$ cat src/rtl/som_sweep_if.sv
// Handshake, drive and result bundle between the SOM sweep sequencer and its host.
// Golden-check signals exist only when SOM_GOLDEN_CHECK_EN is defined.
interface som_sweep_if;
  logic        start;
  logic        abort;
  logic        sweep_both;
  logic        f_in;
  logic [3:0]  dut_abcd;
  logic        dut_en;
  logic        busy;
  logic        done;
  logic [15:0] tt_map0;
  logic [15:0] tt_map1;
  logic [5:0]  ones_cnt;
`ifdef SOM_GOLDEN_CHECK_EN
  logic [15:0] exp_map;
  logic        mismatch;
  logic [3:0]  err_idx;

  modport master (
    input  start, abort, sweep_both, f_in, exp_map,
    output dut_abcd, dut_en, busy, done, tt_map0, tt_map1, ones_cnt, mismatch, err_idx
  );
  modport slave (
    output start, abort, sweep_both, f_in, exp_map,
    input  dut_abcd, dut_en, busy, done, tt_map0, tt_map1, ones_cnt, mismatch, err_idx
  );
`else
  modport master (
    input  start, abort, sweep_both, f_in,
    output dut_abcd, dut_en, busy, done, tt_map0, tt_map1, ones_cnt
  );
  modport slave (
    output start, abort, sweep_both, f_in,
    input  dut_abcd, dut_en, busy, done, tt_map0, tt_map1, ones_cnt
  );
`endif
endinterface

$ cat src/rtl/som_sweep_ctrl.sv
// Sweeps the enable-gated SOM function unit over all ABCD points and records truth-table maps.
// Optional golden comparison against exp_map is enabled by defining SOM_GOLDEN_CHECK_EN.
module som_sweep_ctrl #(
  parameter int unsigned SETTLE_CYC = 1
) (
  input logic         clk,
  input logic         rst_n,
  som_sweep_if.master bus
);

  typedef enum logic [2:0] {
    ST_IDLE   = 3'd0,
    ST_DRIVE  = 3'd1,
    ST_SETTLE = 3'd2,
    ST_SAMPLE = 3'd3,
    ST_DONE   = 3'd4
  } state_t;

  localparam logic [3:0] LP_SETTLE = 4'(SETTLE_CYC);

  state_t      r_state;
  state_t      w_fsm_next;
  state_t      w_next;
  logic [3:0]  r_idx;
  logic [3:0]  r_cnt;
  logic [3:0]  r_abcd;
  logic        r_en;
  logic        r_busy;
  logic        r_done;
  logic [15:0] r_map0;
  logic [15:0] r_map1;
  logic [5:0]  r_ones;
  logic [15:0] w_bit;
  logic [15:0] w_map0_smp;
  logic [15:0] w_map1_smp;
  logic        w_abort;

`ifdef SOM_GOLDEN_CHECK_EN
  logic        r_sweep_both;
  logic        r_mismatch;
  logic [3:0]  r_err_idx;

  function automatic logic [3:0] lowest_set(input logic [15:0] v);
    logic [3:0] res;
    res = 4'd0;
    for (int i = 15; i >= 0; i--) begin
      if (v[i]) begin
        res = 4'(i);
      end else begin
        res = res;
      end
    end
    return res;
  endfunction
`endif

  // State register
  always_ff @(posedge clk or negedge rst_n) begin
    if (!rst_n) begin
      r_state <= ST_IDLE;
    end else begin
      r_state <= w_next;
    end
  end

  // Next-state decode and the sampled map/bit values
  always_comb begin
    w_fsm_next = r_state;
    w_bit      = 16'd1 << r_idx;
    w_map0_smp = r_map0;
    w_map1_smp = r_map1;
    w_abort    = bus.abort && (r_state != ST_IDLE);
    if (bus.f_in && r_en) begin
      w_map1_smp = r_map1 | w_bit;
    end else if (bus.f_in) begin
      w_map0_smp = r_map0 | w_bit;
    end else begin
      w_map1_smp = r_map1;
    end
    case (r_state)
      ST_IDLE: begin
        if (bus.start) begin
          w_fsm_next = ST_DRIVE;
        end else begin
          w_fsm_next = ST_IDLE;
        end
      end
      ST_DRIVE: begin
        if (LP_SETTLE != 4'd0) begin
          w_fsm_next = ST_SETTLE;
        end else begin
          w_fsm_next = ST_SAMPLE;
        end
      end
      ST_SETTLE: begin
        if (r_cnt <= 4'd1) begin
          w_fsm_next = ST_SAMPLE;
        end else begin
          w_fsm_next = ST_SETTLE;
        end
      end
      ST_SAMPLE: begin
        if ((r_idx == 4'd15) && r_en) begin
          w_fsm_next = ST_DONE;
        end else begin
          w_fsm_next = ST_DRIVE;
        end
      end
      ST_DONE:  w_fsm_next = ST_IDLE;
      default:  w_fsm_next = ST_IDLE;
    endcase
    w_next = w_abort ? ST_IDLE : w_fsm_next;
  end

  // Sweep datapath and registered outputs
  always_ff @(posedge clk or negedge rst_n) begin
    if (!rst_n) begin
      r_idx  <= 4'd0;
      r_cnt  <= 4'd0;
      r_abcd <= 4'd0;
      r_en   <= 1'b0;
      r_busy <= 1'b0;
      r_done <= 1'b0;
      r_map0 <= 16'd0;
      r_map1 <= 16'd0;
      r_ones <= 6'd0;
`ifdef SOM_GOLDEN_CHECK_EN
      r_sweep_both <= 1'b0;
      r_mismatch   <= 1'b0;
      r_err_idx    <= 4'd0;
`endif
    end else begin
      r_busy <= (w_next != ST_IDLE);
      r_done <= (w_next == ST_DONE);
      if (w_abort) begin
        r_abcd <= 4'd0;
        r_en   <= 1'b0;
      end else begin
        case (r_state)
          ST_IDLE: begin
            r_abcd <= 4'd0;
            if (bus.start) begin
              r_map0 <= 16'd0;
              r_map1 <= 16'd0;
              r_ones <= 6'd0;
              r_idx  <= 4'd0;
              r_en   <= ~bus.sweep_both;
`ifdef SOM_GOLDEN_CHECK_EN
              r_sweep_both <= bus.sweep_both;
              r_mismatch   <= 1'b0;
              r_err_idx    <= 4'd0;
`endif
            end else begin
              r_en <= 1'b0;
            end
          end
          ST_DRIVE: begin
            r_abcd <= r_idx;
            r_cnt  <= LP_SETTLE;
          end
          ST_SETTLE: begin
            r_cnt <= r_cnt - 4'd1;
          end
          ST_SAMPLE: begin
            r_map0 <= w_map0_smp;
            r_map1 <= w_map1_smp;
            r_ones <= r_ones + {5'd0, bus.f_in};
            if (r_idx != 4'd15) begin
              r_idx <= r_idx + 4'd1;
            end else if (!r_en) begin
              // Second half of a dual sweep revisits every index with E=1
              r_en  <= 1'b1;
              r_idx <= 4'd0;
            end else begin
`ifdef SOM_GOLDEN_CHECK_EN
              r_mismatch <= (w_map1_smp != bus.exp_map) ||
                            (r_sweep_both && (w_map0_smp != 16'd0));
              r_err_idx  <= lowest_set(w_map1_smp ^ bus.exp_map);
`endif
              r_idx <= r_idx;
            end
          end
          ST_DONE: begin
            r_abcd <= 4'd0;
            r_en   <= 1'b0;
          end
          default: begin
            r_abcd <= 4'd0;
            r_en   <= 1'b0;
          end
        endcase
      end
    end
  end

  assign bus.dut_abcd = r_abcd;
  assign bus.dut_en   = r_en;
  assign bus.busy     = r_busy;
  assign bus.done     = r_done;
  assign bus.tt_map0  = r_map0;
  assign bus.tt_map1  = r_map1;
  assign bus.ones_cnt = r_ones;
`ifdef SOM_GOLDEN_CHECK_EN
  assign bus.mismatch = r_mismatch;
  assign bus.err_idx  = r_err_idx;
`endif

endmodule
$ cat src/flat_wrapper.sv
// flat-port wrapper written by rule: the top's interface ports become plain ports
module som_sweep_ctrl_flat 
#(
  parameter int unsigned SETTLE_CYC = 1
)
  (clk, rst_n, bus_start, bus_abort, bus_sweep_both, bus_f_in, bus_dut_abcd, bus_dut_en, bus_busy, bus_done, bus_tt_map0, bus_tt_map1, bus_ones_cnt);
  som_sweep_if bus_i ();
  input logic clk;
  input logic rst_n;
  input wire logic [$bits(bus_i.start)-1:0] bus_start;
  input wire logic [$bits(bus_i.abort)-1:0] bus_abort;
  input wire logic [$bits(bus_i.sweep_both)-1:0] bus_sweep_both;
  input wire logic [$bits(bus_i.f_in)-1:0] bus_f_in;
  output wire logic [$bits(bus_i.dut_abcd)-1:0] bus_dut_abcd;
  output wire logic [$bits(bus_i.dut_en)-1:0] bus_dut_en;
  output wire logic [$bits(bus_i.busy)-1:0] bus_busy;
  output wire logic [$bits(bus_i.done)-1:0] bus_done;
  output wire logic [$bits(bus_i.tt_map0)-1:0] bus_tt_map0;
  output wire logic [$bits(bus_i.tt_map1)-1:0] bus_tt_map1;
  output wire logic [$bits(bus_i.ones_cnt)-1:0] bus_ones_cnt;
  assign bus_i.start = bus_start;
  assign bus_i.abort = bus_abort;
  assign bus_i.sweep_both = bus_sweep_both;
  assign bus_i.f_in = bus_f_in;
  assign bus_dut_abcd = bus_i.dut_abcd;
  assign bus_dut_en = bus_i.dut_en;
  assign bus_busy = bus_i.busy;
  assign bus_done = bus_i.done;
  assign bus_tt_map0 = bus_i.tt_map0;
  assign bus_tt_map1 = bus_i.tt_map1;
  assign bus_ones_cnt = bus_i.ones_cnt;
  som_sweep_ctrl #(.SETTLE_CYC(SETTLE_CYC)) u_core (.clk(clk), .rst_n(rst_n), .bus(bus_i));
endmodule
$ cat config.mk
export PLATFORM = sky130hd
export DESIGN_NAME = som_sweep_ctrl_flat
export DESIGN_NICKNAME = d
export VERILOG_FILES = /design/src/rtl/som_sweep_if.sv /design/src/rtl/som_sweep_ctrl.sv /design/src/flat_wrapper.sv
export SDC_FILE = /design/constraint.sdc
export NUM_CORES = 1
export LEC_CHECK = 0
export CORE_AREA = 2 2 98 100
export DETAILED_ROUTE_END_ITERATION = 8
export DIE_AREA = 0 0 100 102
export PLACE_DENSITY = 0.48
export SLEW_MARGIN = 20
export SYNTH_ARGS = -nofsm -noshare
export SYNTH_HDL_FRONTEND = slang
export SYNTH_SLANG_ARGS = --single-unit
$ cat constraint.sdc
create_clock -name clk -period 1.8 [get_ports clk]
set_clock_uncertainty 0.15 [all_clocks]
set_input_delay 0.45 -clock clk [delete_from_list [all_inputs] [get_ports clk]]
set_output_delay 0.45 -clock clk [all_outputs]
set_load 0.005 [all_outputs]
Word-level counts from Yosys, hierarchy flattened. Cells that the tools add are included. W data, S select, Z words.

Equal/unequal tests: 14. Bitwise operators: 4. Magnitude comparators: 1. Reduce and logical (&&, ||, !) cells: 16. Mux-type cells: 24. $add $sub $neg: 3. Shifts and indexed selects: 1.

Operators with widths (count): $mux W16 (4); $pmux W16 S2 (2); $or A16 B16 Y16 (2); $pmux W4 S2 (3); $mux W4 (4); $shl A1 B4 Y16 const A (1); $pmux W3 S4 (1); $pmux W6 S2 (1); $reduce_and A4 Y1 (2); $add A6 B1 Y6 (1); $eq A3 B2 Y1 const B (2); $mux W3 (2); $mux W6 (1); $ne A2 B1 Y1 const B (3); $ne A2 B2 Y1 const B (3); $reduce_bool A3 Y1 (2); $mux W1 (5); $reduce_and A5 Y1 (1); $add A4 B1 Y4 const B (1); $eq A4 B4 Y1 const B (1); $le A4 B1 Y1 const B (1); $ne A4 B4 Y1 const B (1); $reduce_and A2 Y1 (2); $reduce_bool A2 Y1 (2); 11 further kinds (15).

Logic and storage cells: 73. Register bits after elaboration: 56. Bits of input ports: 6. Output and inout port bits: 45.

Depth between registers and ports, before layout. Gate-level depths: netlist of run 1.

Depth in word-level cells: 6. Gate-level depth with buffers: 6. Mapped depth without buffers: 5.

Worst setup path before layout of run 1. OpenSTA, ideal clock, no wires.

Path type: register to register. Start: register u_core.r_state[1]. End: register u_core.r_map1[11], in the netlist u_core.bus.tt_map1[11]. Buffers on the path: 2. Setup time: 0.121 ns. Setup slack: 0.017 ns. Cell stages (with the launch flop): 5. Arrival: 1.512 ns. Required time: 1.529 ns. Clock period less this slack: 1.783 ns. Cells stage by stage: dfrtp_1 -> or4b_1 -> buf_2 -> buf_2 -> a22o_1.

Word-level cells in the longest chain between the ends: 4. Elaborated cells between the ends (all ways): 10. Those cells by class: eq/ne (3); mux (1); bitwise (1); reduce/logical (5).

RTL lines: start: declaration (RTL line som_sweep_ctrl.sv:21) `state_t r_state;`; start signal: assignment (RTL line som_sweep_ctrl.sv:62) `r_state <= w_next;`; parallel branches: the longest is 4 deep, another holds $reduce_and A4 Y1; end signal: assignment (RTL line som_sweep_ctrl.sv:166) `r_map1 <= w_map1_smp;`; end: declaration (RTL line som_sweep_ctrl.sv:31) `logic [15:0] r_map1;`.

Several ways; the timed one is not identified. A chain may end at the register's enable or synchronous reset.

Worst setup path after layout of run 1.
Start: register u_core.r_state[2]. End: register u_core.r_map1[12], in the netlist u_core.bus.tt_map1[12].

The elaborated chain is that of the path after synthesis.

==> results of run 1 <==
-- stage by stage --
step	worst slack (ns)	power [W]
5_1_grt	-0.0675	0.00441
3_3_place_gp	-0.510	0.00301
4_1_cts	-0.00673	0.00404
3_5_place_dp	-0.617	0.00302
2_1_floorplan	0.0173	0.00231
6_report	-0.0152	0.00410
-- layer usage --
layer	track usage (%)	vias up
li1	-	1174
met1	20.8	1168
met2	23.6	35
met3	2.87	7
met4	4.64	0
met5	0	-
-- cells in the mapped netlist, types with 2 or more instances --
| cell type | number |
|---|---|
| dfrtp_1 | 56 |
| nand2_1 | 29 |
| nor2_1 | 18 |
| o21ai_0 | 17 |
| a22o_1 | 15 |
| ha_1 | 10 |
| inv_1 | 10 |
| buf_2 | 9 |
| o31ai_1 | 7 |
| clkbuf_1 | 6 |
| nand3_1 | 6 |
| a22oi_1 | 5 |
| nand2b_1 | 5 |
| nor2b_1 | 5 |
| o211ai_1 | 5 |
| and3_1 | 4 |
| a21o_1 | 3 |
| a32o_1 | 3 |
| nand3b_1 | 3 |
| nor3_1 | 3 |
| or4_1 | 3 |
| a211oi_1 | 2 |
| a21oi_1 | 2 |
| a31oi_1 | 2 |
| buf_1 | 2 |
| mux2_2 | 2 |
| nand4_1 | 2 |
| nor4b_1 | 2 |
| o221ai_1 | 2 |
| o22ai_1 | 2 |
| or2_2 | 2 |
-- cell families (layout without fill, tap and decap cells) --
| family | count (synthesis) | after routing | share of synthesized area (%) |
|---|---|---|---|
| adder cells (fa/ha/maj) | 10 | 10 | 4.69 |
| buffers and inverters | 27 | 150 | 4.22 |
| flip-flops | 56 | 56 | 52.5 |
| AO/OA/AOI/OAI | 70 | 70 | 19.2 |
| AND/OR/NAND/NOR | 90 | 90 | 17.8 |
| XOR/XNOR | 1 | 1 | 0.328 |
| multiplexers | 3 | 3 | 1.22 |
-- sequential cells by signal, indices dropped and copies added, names as in the netlist --
register and cells:
u_core.bus.dut_en 1, u_core.bus.done 1, u_core.bus.tt_map0 16, u_core.r_state 3, u_core.r_idx 4, u_core.bus.busy 1, u_core.bus.tt_map1 16, u_core.bus.ones_cnt 6
u_core.bus.dut_abcd 4, u_core.r_cnt 4
-- worst max-delay path by stage --
| stage | endpoint | slack, ns | start | cells after the start |
|---|---|---|---|---|
| floorplan | u_core.bus.tt_map1[11]$_DFFE_PN0P_ | 0.02 | u_core.r_state[1]$_DFF_PN0_ | 4 |
| global placement | u_core.bus.tt_map0[7]$_DFFE_PN0P_ | -0.51 | bus_start | 5 |
| detailed placement | u_core.bus.tt_map0[7]$_DFFE_PN0P_ | -0.62 | bus_start | 5 |
| CTS | u_core.bus.tt_map1[12]$_DFFE_PN0P_ | -0.007 | u_core.r_state[1]$_DFF_PN0_ | 4 |
| global route | u_core.r_idx[3]$_DFFE_PN0P_ | -0.07 | u_core.r_state[2]$_DFF_PN0_ | 4 |
| finish | u_core.bus.tt_map1[12]$_DFFE_PN0P_ | -0.02 | u_core.r_state[2]$_DFF_PN0_ | 4 |
-- cell type report --
cell class	count	area (um2)
Multi-Input combinational cell	174	1290
Clock buffer	5	68.8
Sequential cell	56	1400
Fill cell	889	4900
Timing Repair Buffer	132	1240
Clock inverter	3	27.5
Inverter	10	37.5
Tap cell	111	139
-- power by group --
group	internal [W]	switching (W)	leakage, nW
sequential	0.00139	0.0000983	0.764
combinational	0.000922	0.000947	1.56
clock	0.000287	0.000455	0.0463
-- worst register-to-register path, delay by kind of cell (launching register included) --
kind,cells,cell delay (ns)
buffers and inverters,1,0.17
AND/OR/NAND/NOR,2,0.78
AO/OA/AOI/OAI,1,0.21
flip-flops,1,0.41
-- timing repair --
item	CTS	global route
setup buffers	26	11
gates cloned	1	0
hold buffers	1	0
pin swaps	17	7
endpoints found under the hold margin	56	0
setup endpoints to repair	78	58
resized for setup	52	47
==> out/results.ini, run 1 <==
[timing]
drv_slew=0
timing.fmax_mhz=551
hold_violations=0
setup_tns_ns=-0.0308
tightest_slew_ns=0.372
slew_headroom_pct=74.8
setup_viol=5
fin_hold_ws_ns=0.349
setup_ws_ns=-0.0152
period_share_pct=101
min_period_ns=1.82
grt_setup_unrepaired=true

[cts]
clk_latency_ns=0.32
cts.sink_count=56
cts-root-buf=clkbuf_8
cts-htree-levels=2
clk_pin_slew_ns=0.11
numCtsBuffers=5
cts_tree=yes
clockBufferDepth=2

[place]
routabilityCongestion=0.743
placed_cell_area_mm2=0.00359
hpwlAfterDp_um=4910
dp_cells=444
portBuffers=50

[status]
status=complete, but fails checks
failed_checks=setup timing

[worst_hold_path]
holdPathStages=2
min_to=u_core.bus.tt_map0[1]$_DFFE_PN0P_
worstHoldPathType=reg2reg
min_from=u_core.bus.tt_map0[1]$_DFFE_PN0P_

[power_and_ir_drop]
vdd_drop_max_v=0.000510
leakage_nw=2.37
power_density_mw_per_mm2=976

[synth]
yosysSeqAreaShare_pct=52.5
synth_cell_types=46
synthArstFlopShare_pct=100
syn_inst=257
synth_nets=273
yosys.area.top_type=dfrtp_1
synth_area_mm2=0.00267
synth-main-ff-cell=dfrtp_1
yosys_register_bits=56
synth_top_area_share_pct=52.5
synth_warnings=0
synth.avg_cell_area_um2=10.4
synth_area_leaders=dfrtp_1 (53%), a22o_1 (4.9%), ha_1 (4.7%)
synth-edff-count=0

[floorplan]
coreArea_mm2=0.00911
fp.dieArea_mm2=0.0102
ios=51
rows=35
die_width_um=100
die_h_um=102
start_util_pct=29.3

[detailed_routing]
wl_met2_um=3420
viasPerCell=4.86
drc_errors=0
vias=2384
wl_um=7400
first_pass_iters=4
dr_wl_met3_um=209
ant_nets=0
wl_per_cell_um=15.1
drtIter0Drc=85
m1WireLength_um=3660
routed.top_layer=met4

[worst_setup_path]
max_stage_delay_ns=0.61
startpoint_type=flop
path_max_fanout=5
worstReg2RegEnd=u_core.bus.tt_map1[12]$_DFFE_PN0P_
crit_arrival_ns=1.87
ff2ff_setup_slack_ns=-0.02
cpMaxStageDelayCell=or4b_4
critPathKind=reg2reg
crit_buf_inv=1
path_cells=or4b_4 -> buf_8 -> and3_4 -> a32o_1
r2r_cells=4
crit_family=simple AND/OR/NAND/NOR gates
crit_path_end_kind=flop
rr_startpoint=u_core.r_state[2]$_DFF_PN0_
worstPathRequired_ns=1.86

[final_layout]
drive_gt1_share_pct=32.1
fin_cells=491
syn2layout_area_growth_pct=57.5
layout.nets=395
utilization_pct=46.2
mostFrequentLayoutCell=buf_4
design_area_mm2=0.00420
antenna_cells=0
final_cell_mix=buf_4 (63), dfrtp_1 (54), nand2_1 (28), dlygate4sd2_1 (28), dlymetal6s2s_1 (19)

[global_routing]
antenna_found_initial=0
grt.total_usage_pct=14.9
grt_pass1_wl_um=12000
grt_max_degree=57
grt_overflow=0
grt_pass1_vias=2338

[job]
maxCapViolations=0

(Power assumes the default switching activity.)
==> inputs of run 2 (changes only) <==
--- a/constraint.sdc
+++ b/constraint.sdc
@@ -4,2 +4,2 @@
 set_output_delay 0.45 -clock clk [all_outputs]
-set_load 0.005 [all_outputs]
+set_load 0.05 [all_outputs]
==> out/results.ini, run 2 (synthesis gave the netlist of run 1 again) <==
[timing]
setup_viol=5  ; unchanged
setup_ws_ns=-0.00767  ; +0.00751 ns
grt_setup_unrepaired=true
min_period_ns=1.81  ; -0.00751 ns
period_share_pct=100  ; -0.42 points
fin_hold_ws_ns=0.399  ; +0.0507 ns
slew_headroom_pct=72.6  ; -2.2 points
hold_violations=0  ; unchanged
drv_slew=0  ; unchanged
timing.fmax_mhz=553  ; +0.42%
setup_tns_ns=-0.0235  ; +0.00734 ns
tightest_slew_ns=0.405  ; +0.0324 ns

[final_layout]
nFillCells=823  ; -7.4%
mostFrequentLayoutCell=dfrtp_1
utilization_pct=47.7  ; +1.5 points
syn2layout_area_growth_pct=62.6
fin_cells=456  ; -7.1%
final_cell_mix=dfrtp_1 (53), buf_12 (47), buf_4 (35)
multiInputGateArea_mm2=0.00127  ; -0.97%
drive_gt1_share_pct=35.4  ; +3.3 points
antenna_cells=0  ; unchanged
seqCellArea_mm2=0.00141  ; about the same
layout.nets=360  ; -8.9%

[worst_setup_path]
worstPathRequired_ns=1.86  ; about the same
crit_path_end_kind=flop
crit_family=simple AND/OR/NAND/NOR gates
path_max_fanout=5  ; unchanged
cpMaxStageDelayCell=or4b_4
critPathKind=reg2reg
crit_buf_inv=1  ; unchanged
path_cells=or4b_4 -> bufbuf_16 -> a22o_1
startpoint_type=flop
crit_arrival_ns=1.87  ; about the same
max_stage_delay_ns=0.59  ; -0.02 ns

[global_routing]
antenna_found_initial=0  ; unchanged
grt_max_degree=46  ; -19%
grt_pass1_wl_um=11300  ; -5.7%
grt.total_usage_pct=14.0  ; -0.87 points
grt_pass1_vias=2224  ; -4.9%
grt_overflow=0  ; unchanged

[status]
status=complete, but fails checks
failed_checks=setup timing

[floorplan]
ios=51  ; unchanged
die_width_um=100  ; unchanged
rows=35  ; unchanged
coreArea_mm2=0.00911  ; unchanged
fp.dieArea_mm2=0.0102  ; unchanged
start_util_pct=29.3  ; unchanged
die_h_um=102  ; unchanged

[cts]
cts_tree=yes
clockBufferDepth=2  ; unchanged
numCtsBuffers=5  ; unchanged
clk_pin_slew_ns=0.10  ; about the same
cts.sink_count=56  ; unchanged
cts-htree-levels=2  ; unchanged
cts-root-buf=clkbuf_8
clk_latency_ns=0.31  ; about the same

[detailed_routing]
wl_um=7060  ; -4.6%
viasPerCell=4.93  ; +1.5%
first_pass_iters=4  ; unchanged
ant_nets=0  ; unchanged
drtIter0Drc=97  ; +14%
wl_per_cell_um=15.5  ; +2.7%
vias=2247  ; -5.7%
drc_errors=0  ; unchanged

[place]
routabilityCongestion=0.766  ; +3.0%
portBuffers=50  ; unchanged
hpwlAfterDp_um=5000  ; +1.9%
dp_cells=437  ; -1.6%

[power_and_ir_drop]
leakage_nw=1.94  ; -18%
total_power_w=0.00447  ; +8.8%
power_density_mw_per_mm2=1030  ; +5.4%
vdd_drop_max_v=0.000538  ; +5.4%

[job]
maxCapViolations=0  ; unchanged

[worst_hold_path]
worstHoldPathType=reg2reg

[run 2: worst min-delay path, stage by stage, from the launching register on]
cell and delay, ns:
dfrtp_1 0.41, nand2_1 0.06, o21ai_0 0.06
[run 2: worst paths after layout]
path                                                      endpoint  slack [ns]  depth (start not counted)                               start
min in group asynchronous              u_core.r_cnt[0]$_DFFE_PN0P_        0.41                          2                               rst_n
max in group asynchronous       u_core.bus.tt_map0[13]$_DFFE_PN0P_        0.55                          3                               rst_n
worst min-delay path            u_core.bus.tt_map0[15]$_DFFE_PN0P_        0.40                          2  u_core.bus.tt_map0[15]$_DFFE_PN0P_
worst max register to register   u_core.bus.tt_map1[2]$_DFFE_PN0P_      -0.008                          3         u_core.r_state[0]$_DFF_PN0_
worst min register to register  u_core.bus.tt_map0[15]$_DFFE_PN0P_        0.40                          2  u_core.bus.tt_map0[15]$_DFFE_PN0P_
worst max-delay path             u_core.bus.tt_map1[2]$_DFFE_PN0P_      -0.008                          3         u_core.r_state[0]$_DFF_PN0_
[run 2: layout make-up]
class,instances,area share (%)
inverter,10,0.865
multi-input combinational,175,29.4
timing repair buffer,96,32.1
clock inverter,2,0.375
tap,111,3.20
clock buffer,6,1.67
sequential,56,32.4
[run 2: power by group]
group          internal [W]  switching, W  total, W
logic               0.00108       0.00113   0.00221
registers           0.00140      0.000155   0.00155
clock network      0.000278      0.000426  0.000705
total               0.00275       0.00171   0.00447
[run 2: per-layer routing]
layer	track usage, %	wire length, um	vias up
met5	0	0	-
met4	3.16	78	0
met3	2.53	226	8
met2	22.2	3360	37
met1	20.2	3390	1092
li1	-	-	1110
[run 2: what timing repair did]
action / in CTS / in global routing
cloned: 3 / 0
setup buffers: 4 / 3
pin swaps: 2 / 4
endpoints found under the setup margin: 40 / 32
hold buffers: 1 / 0
gates resized for setup: 16 / 22
hold endpoints to repair: 11 / 0
[run 2: per-stage QoR]
| step | area (um2) | worst slack (ns) |
|---|---|---|
| floorplan | 2670 | 0.0173 |
| global placement | 3960 | -0.672 |
| detailed placement | 3960 | -0.724 |
| CTS | 4220 | 0.000912 |
| global route | 4340 | -0.0436 |
| finish | 4340 | -0.00767 |
==> inputs of run 3 (changes only) <==
CORE_AREA = 10 10 87 89   (was 2 2 98 100)
DIE_AREA = 0 0 97 99   (was 0 0 100 102)
PLACE_DENSITY = 0.7   (was 0.48)
==> out/results.ini, run 3 (synthesis gave the netlist of run 1 again) <==
[status]
status=complete, but fails checks
failed_checks=setup timing

[global_routing]
grt_max_degree=57  ; +24%
grt_pass1_vias=2514  ; +13%
grt_pass1_wl_um=12800  ; +13%
grt_overflow=0  ; unchanged
grt.total_usage_pct=15.8  ; +1.8 points
antenna_found_initial=0  ; unchanged

[worst_setup_path]
path_depth=5  ; +2
critPathKind=reg2reg
crit_top_cell=buf_4
crit_buf_inv=2  ; +1
r2r_cells=5  ; +2
max_stage_delay_ns=0.44  ; -0.15 ns
crit_arrival_ns=1.98  ; +0.11 ns
rr_startpoint=u_core.r_state[1]$_DFF_PN0_
worstPathRequired_ns=1.86  ; about the same
path_max_fanout=8  ; +3
worstReg2RegEnd=u_core.bus.tt_map0[0]$_DFFE_PN0P_
crit_path_end_kind=flop
path_cells=buf_4 -> nor4b_4 -> o221ai_1 -> buf_4 -> o31ai_1
crit_family=compound AO/OA/AOI/OAI gates
ff2ff_setup_slack_ns=-0.12  ; -0.11 ns
startpoint_type=flop
cpMaxStageDelayCell=dfrtp_1

[cts]
clk_latency_ns=0.31  ; about the same
clockBufferDepth=2  ; unchanged
cts_tree=yes
cts.sink_count=56  ; unchanged
cts-htree-levels=2  ; unchanged
numCtsBuffers=5  ; unchanged
cts-root-buf=clkbuf_8
clk_pin_slew_ns=0.10  ; about the same

[timing]
min_period_ns=1.92  ; +0.114 ns
period_share_pct=107  ; +6.3 points
timing.fmax_mhz=520  ; -5.9%
setup_viol=34  ; +29
grt_setup_unrepaired=true
hold_violations=0  ; unchanged
setup_ws_ns=-0.122  ; -0.114 ns
setup_tns_ns=-1.74  ; -1.72 ns
slew_headroom_pct=70.5  ; -2.1 points
drv_slew=0  ; unchanged
tightest_slew_ns=0.443  ; +0.0379 ns

[floorplan]
rows=28  ; -20%
coreArea_mm2=0.00585  ; -36%
die_width_um=97  ; -3.0%
die_h_um=99  ; -2.9%
ios=51  ; unchanged
start_util_pct=45.6  ; +16 points
fp.dieArea_mm2=0.00960  ; -5.9%

[detailed_routing]
first_pass_iters=5  ; +1
drtIter0Drc=224  ; +130%
wl_um=8630  ; +22%
ant_nets=0  ; unchanged
wl_per_cell_um=20.4  ; +32%
vias=2521  ; +12%
viasPerCell=5.95  ; +21%
drc_errors=0  ; unchanged

[power_and_ir_drop]
power_switching_w=0.00189  ; +10%
seq_power_share_pct=33.1  ; -1.6 points
power_density_mw_per_mm2=1050  ; +1.9%
switching_share_pct=39.9  ; +1.6 points
leakage_nw=2.03  ; +4.6%
share_clk_of_total_power_pct=14.2  ; -1.6 points
vdd_drop_max_v=0.000627  ; +17%
power_frac_comb_pct=52.7  ; +3.2 points
total_power_w=0.00473  ; +5.9%
p_int_w=0.00284  ; +3.1%

[place]
routabilityCongestion=0.798  ; +4.2%
portBuffers=50  ; unchanged
hpwlAfterDp_um=5140  ; +2.7%

[final_layout]
antenna_cells=0  ; unchanged
syn2layout_area_growth_pct=68.9
utilization_pct=77.0  ; +29 points
final_cell_mix=dfrtp_1 (55), buf_12 (49), buf_4 (33)
drive_gt1_share_pct=42.4  ; +7.0 points
mostFrequentLayoutCell=dfrtp_1
layout.nets=365  ; +1.4%

[worst_hold_path]
holdPathStages=1  ; -1
min_from=u_core.r_state[2]$_DFF_PN0_
worstHoldPathType=reg2reg
min_to=u_core.bus.busy$_DFF_PN0_

[job]
maxCapViolations=0  ; unchanged

run 3: changes by cell type in the layout (fill, tap and decap cells not counted), moves of 7 or more:
cell	previous run	this run
nand2_2	0	9
o21ai_0	13	4
o21ai_2	0	7
nand2_1	29	18
run 3: power by group through the flow:
stage	clock [W]	combinational, W	sequential (W)
2_1_floorplan	0	0.000782	0.00174
3_3_place_gp	0	0.00172	0.00156
3_5_place_dp	0	0.00175	0.00156
4_1_cts	0.000674	0.00215	0.00154
5_1_grt	0.000750	0.00263	0.00158
6_report	0.000671	0.00249	0.00156
run 3: metal layers:
layer / share of wire, % / GRT usage (%) / vias up
met5: 0 / 0 / -
met4: 3.3 / 6.02 / 0
met3: 8.0 / 4.47 / 28
met2: 51 / 27.0 / 131
met1: 38 / 18.3 / 1240
li1: - / - / 1122
run 3: how the worst max path moves through the flow:
| stage | from | end | slack, ns |
|---|---|---|---|
| 2_1_floorplan | u_core.r_state[1]$_DFF_PN0_ | u_core.bus.tt_map1[11]$_DFFE_PN0P_ | 0.02 |
| 4_1_cts | u_core.r_state[1]$_DFF_PN0_ | u_core.r_idx[3]$_DFFE_PN0P_ | -0.06 |
| 5_1_grt | u_core.r_state[1]$_DFF_PN0_ | u_core.bus.tt_map0[0]$_DFFE_PN0P_ | -0.20 |
| 3_3_place_gp | bus_start | u_core.r_idx[3]$_DFFE_PN0P_ | -0.46 |
| 3_5_place_dp | bus_start | u_core.bus.tt_map1[7]$_DFFE_PN0P_ | -0.49 |
| 6_report | u_core.r_state[1]$_DFF_PN0_ | u_core.bus.tt_map0[0]$_DFFE_PN0P_ | -0.12 |
run 3: final cells by class:
class	instances	area (um2)
clock buffers	5	68.8
clock inverters	2	12.5
fillers	313	1340
inverters	10	37.5
multi-input cells	174	1370
flip-flops and latches	56	1400
well taps	75	93.8
repair buffers	102	1530
run 3: per-stage QoR:
| step | setup slack [ns] | cell area (um2) | instances | hold slack, ns |
|---|---|---|---|---|
| after floorplan | 0.0173 | 2670 | 257 | 0.00441 |
| after global placement | -0.463 | 3940 | 401 | 0.319 |
| after detailed placement | -0.495 | 3940 | 401 | 0.324 |
| after CTS | -0.0556 | 4260 | 419 | 0.359 |
| after global routing | -0.198 | 4510 | 424 | 0.394 |
| final | -0.122 | 4510 | 424 | 0.366 |
run 3: timing repair:
item / in CTS / in global routing
gates resized for setup: 25 / 46
cloned: 4 / 4
setup buffers: 6 / 2
pin swaps: 11 / 13
hold buffers: 1 / 0
endpoints found under the hold margin: 56 / 0
endpoints found under the setup margin: 42 / 39
run 3: worst reg2reg max path: stages, from the launching register on:
cell	delay, ns
dfrtp_1	0.44
buf_4	0.18
nor4b_4	0.38
o221ai_1	0.19
buf_4	0.22
o31ai_1	0.27
